`config.mk`:
```
export PLATFORM = sky130hd
export DESIGN_NAME = fetch_pc_unit
export DESIGN_NICKNAME = d
export VERILOG_FILES = /design/src/rtl/fetch_pc_unit.sv
export SDC_FILE = /design/constraint.sdc
export NUM_CORES = 1
export LEC_CHECK = 0
export CORE_MARGIN = 1.5
export CORE_UTILIZATION = 37
export DETAILED_ROUTE_END_ITERATION = 8
export SYNTH_ARGS = -nofsm -noshare
export SYNTH_HDL_FRONTEND = slang
export SYNTH_SLANG_ARGS = --single-unit
```
`constraint.sdc`:
```
create_clock -name clk -period 2.7 [get_ports clk]
set_clock_uncertainty 0.1 [all_clocks]
set_input_delay 0.405 -clock clk [delete_from_list [all_inputs] [get_ports clk]]
set_output_delay 0.405 -clock clk [all_outputs]
set_load 0.005 [all_outputs]
```
`src/rtl/fetch_pc_unit.sv`:
```
// fetch_pc_unit: ZAFx32 PC register and fetch sequencer with buffered redirects
module fetch_pc_unit #(
   parameter logic [0:31] RESET_PC = 32'h0000_0000,
   parameter int WIDTH = 32
) (
   input  logic             clk,
   input  logic             rst_n,
   input  logic             stall,
   input  logic             jump_en,
   input  logic [0:WIDTH-1] jump_target,
   input  logic             branch_taken,
   input  logic [0:WIDTH-1] branch_base,
   input  logic [0:WIDTH-1] branch_offset,
   input  logic             imem_ready,
   output logic             imem_req,
   output logic [0:WIDTH-1] imem_addr,
   output logic [0:WIDTH-1] pc,
   output logic             fetch_valid,
   output logic [0:WIDTH-1] fetched_pc
);
   typedef enum logic [1:0] {BOOT, FETCH, STALL} state_t;
   state_t state, state_nx;
   logic [0:WIDTH-1] pending_target, target, next_pc;
   logic pending_valid, squash, redirect_now, done;
   assign redirect_now = jump_en | branch_taken;
   // branch wins: it is the older instruction
   assign target = branch_taken ? branch_base + WIDTH'(1) + branch_offset : jump_target;
   assign done = (state == FETCH) & imem_ready;
   assign imem_req = state == FETCH;
   assign imem_addr = pc;
   assign next_pc = redirect_now ? target : pending_valid ? pending_target : pc + WIDTH'(1);
   always_comb begin
      state_nx = state;
      state_nx = (state == BOOT) ? FETCH :
                 (state == FETCH) ? ((done & stall) ? STALL : FETCH) :
                 (stall ? STALL : FETCH);
   end
   always_ff @(posedge clk or negedge rst_n) begin
      if (!rst_n) begin
         state          <= BOOT;
         pc             <= RESET_PC;
         fetch_valid    <= 1'b0;
         fetched_pc     <= '0;
         pending_valid  <= 1'b0;
         pending_target <= '0;
         squash         <= 1'b0;
      end else begin
         state       <= state_nx;
         fetch_valid <= done & ~(squash | redirect_now | pending_valid);
         if (done) begin
            pc            <= next_pc;
            fetched_pc    <= pc;
            pending_valid <= 1'b0;
            squash        <= 1'b0;
         end else if (state == FETCH && redirect_now && !pending_valid) begin
            // wrong-path fetch in flight: remember target, squash its result
            pending_target <= target;
            pending_valid  <= 1'b1;
            squash         <= 1'b1;
         end else if (state == STALL && redirect_now) begin
            pc <= target;
         end
      end
   end
endmodule

```
==> metrics.txt <==
fin crit period 2.62 ns; crit path capture type flop; GP Congestion 0.871; Final Cycle Share 97.0%; CTS tree done; dpl hpwl 16.4 mm; kind of critical path input port to flop; NetSw 2.25 mW; die area 19800 µm²; multi-input logic area between 4000 and 5000 µm²; Worst setup SP type input port; data arrival time of the critical path 2.75 ns; fraction of registers with async set/reset 100%; Distinct cells, synth 64; H-tree depth reported by CTS 3; final setup fails 0; Layout Utilization between 50 and 60%; Final Cell Area approximately 11000 µm²; Pwr per Cell Area 656 nW/µm²; TritonCTS Sinks 100; worst relative slew slack 68.0%; instance area after placement approximately 9900 µm²; Leakage 4.50 nW; final WL 21.5 mm; Max Slew Vio Count 0; critical path fanouts, max 4; status finished clean; Sequential Area 2500 µm²; share of cells above drive strength 1 21.5%; worst slack, placed -0.686 ns; Vias 7022; register bit count reported by yosys 100; Req. time, crit path around 2.8 ns; Design Power between 6 and 7 mW; Clock Latency Late Sink 0.35 ns; maximum vdd drop 340 µV; Net Count, Synth 974; GRT Util Overall 21.5%; Finished Layout Cells 1347; Cells after Synth 839; EDFF count, synth 0; DIE HEIGHT 141 µm; type of the tightest min-delay check flop to flop; sequential share of the synthesized area a little over a third; unrepaired setup endpoints after global routing true; Internal 4.71 mW; sw frac 32.4%; Core ar. 18600 µm²; Root Buffer Master clkbuf_16; Final Hold Viols 0; clock buffer depth 2; largest net degree at the start of global routing between 40 and 50; PnR worst setup slack 0.0818 ns; Post-Syn Area 7010 µm²; Iter 0 DRT Violations 414; global-route wire length before repair 34.1 mm; Inst Count DP 1325; fillcell total 1710; Worst Tran Pin Value 0.479 ns; CTS Buf Count 9; vias in the first global route 6507; fmax 382 MHz; Synth Flop Type dfrtp_1; Die X 141 µm; row count 50; Sequential Power Share 33.4%; initial antenna violation count 0; Via density approximately 5.2; # IOs 200; average size of a mapped cell 8.36 µm²; ANT nets after route 0; drt drc 0; clock power share 19.9%; Clock transition at path regs 0.07 ns; grt ovf 0; yosys warns 0; Area Growth Syn to Fin 51.2%; Final #Nets 1243; drt first pass iters 5; number of diodes 0; I/O Buffers ~200; wire per inst 16.0 µm; max cap viols 0; initial core utilization between 30% and 40%; Comb pwr share 46.7%
==> metrics by stage <==
step	hold WS, ns	setup TNS [ns]
final	0.382	0
after global routing	0.414	-0.0687
after CTS	0.383	0
after detailed placement	0.305	-23.03
after global placement	0.304	-20.45
after floorplan	0.00941	0
==> final timing paths <==
| path | start | endpoint | slack [ns] | cells after the start |
|---|---|---|---|---|
| max | branch_offset[27] | pending_target[4] | 0.08 | 10 |
| min | pending_target[26] | pending_target[26] | 0.38 | 2 |
| max reg2reg | imem_addr[11] | imem_addr[0] | 0.20 | 9 |
| min reg2reg | pending_target[26] | pending_target[26] | 0.38 | 2 |
| max in group asynchronous | rst_n | state[0] | 1.36 | 3 |
| min in group asynchronous | rst_n | pending_target[30] | 0.45 | 2 |
==> cells in the final DEF (no fill, tap or decap), types with 4 or more instances in the layout <==
| cell | instances |
|---|---|
| clkdlybuf4s50_1 | 180 |
| buf_4 | 128 |
| nand2_1 | 104 |
| dfrtp_1 | 100 |
| a21oi_1 | 78 |
| nor2_1 | 72 |
| o21ai_0 | 59 |
| mux2_2 | 31 |
| nand3_1 | 21 |
| xnor2_1 | 21 |
| ha_1 | 21 |
| a31oi_1 | 19 |
| xor2_1 | 17 |
| a211oi_1 | 17 |
| inv_1 | 15 |
| o21a_1 | 13 |
| o21ai_1 | 12 |
| nor3_1 | 11 |
| a21o_1 | 10 |
| ha_4 | 10 |
| dlymetal6s2s_1 | 10 |
| nand4_1 | 9 |
| mux2i_1 | 9 |
| clkbuf_16 | 9 |
| and3_1 | 7 |
| a21oi_2 | 6 |
| nor2b_1 | 5 |
| nor4_1 | 5 |
| and2_1 | 4 |
| nor3_2 | 4 |
| o21ai_2 | 4 |
| or3_1 | 4 |
| o221ai_1 | 4 |
| clkbuf_8 | 4 |
| buf_12 | 4 |
==> cells in the mapped netlist (all sizes together) (2+ instances only) <==
library cell	instances	share of area, %
o311ai	2	0.25
a211oi	20	2.1
o32ai	3	0.37
a31oi	19	1.7
xor2	18	2.2
a21boi	4	0.43
and4	2	0.25
dfrtp	100	36
o221ai	4	0.50
clkinv	2	0.11
inv	18	0.96
buf	43	4.3
ha	32	5.7
nor2	74	4.0
nand2	107	5.7
a21o	10	1.1
nand2b	2	0.18
clkbuf	33	1.8
a21oi	87	6.3
nand3	22	1.7
and3	7	0.62
nor4	5	0.45
o22ai	4	0.36
o21bai	3	0.32
o21ai	75	5.4
nor2b	5	0.45
mux2i	9	1.3
or3	5	0.52
mux2	31	5.0
xnor2	23	2.9
o31ai	4	0.43
a22oi	2	0.21
and2	5	0.45
nand4	9	0.80
o211ai	3	0.32
nor3	15	1.1
a211o	3	0.37
o21a	13	1.4
==> cell type report <==
| class | instances | share of cell area, % |
|---|---|---|
| multi-input cells | 643 | 40.9 |
| repair buffers | 334 | 29.0 |
| flip-flops and latches | 100 | 23.6 |
| clock inverters | 3 | 0.401 |
| inverters | 20 | 0.708 |
| clock buffers | 13 | 2.64 |
| well taps | 234 | 2.76 |
==> what timing repair did <==
action                                  CTS  global route
hold endpoints to repair                 34             0
pin swaps                                33            36
endpoints found under the setup margin   37            33
hold buffers                              1             0
buffers inserted                          4             1
resized for setup                        37            44
==> flip-flops by register name, indices dropped and copies added, names as in the netlist <==
name and count:
fetch_valid 1, pending_target 32, state 2, fetched_pc 32
imem_addr 32, squash 1
==> critical path, stage by stage <==
cell and delay (ns):
clkdlybuf4s50_1 0.40, ha_1 0.33, o21ai_2 0.16, nor2_1 0.06, a21boi_2 0.18, o21a_1 0.23, or3b_4 0.43, a311o_1 0.31
a31oi_1 0.17, o21ai_1 0.08
==> layer usage <==
metal	vias to the layer above	GRT usage (%)	wire length, µm
met5	-	0	0
li1	3522	-	-
met2	241	32.0	9360
met3	18	1.87	1080
met1	3241	33.0	10800
met4	0	6.47	285
==> power by group through the flow <==
stage,Clock (mW),Combinational (mW),Sequential (mW)
final,1.39,3.25,2.33
after global routing,1.47,3.54,2.40
after CTS,1.41,3.21,2.32
after detailed placement,0,3.16,2.35
after global placement,0,3.13,2.34
after floorplan,0,1.44,2.41
==> logic make-up after synthesis <==
family                   after synthesis  synth area share (%)
AND/OR/NAND/NOR                      262                  16.8
buffers and inverters                 96                  7.10
multiplexers                          40                  6.26
AO/OA/AOI/OAI                        267                  23.0
adder cells (fa/ha/maj)               33                  5.99
XOR/XNOR                              41                  5.12
flip-flops                           100                  35.7
No activity file was read; power rests on OpenSTA's default activity.
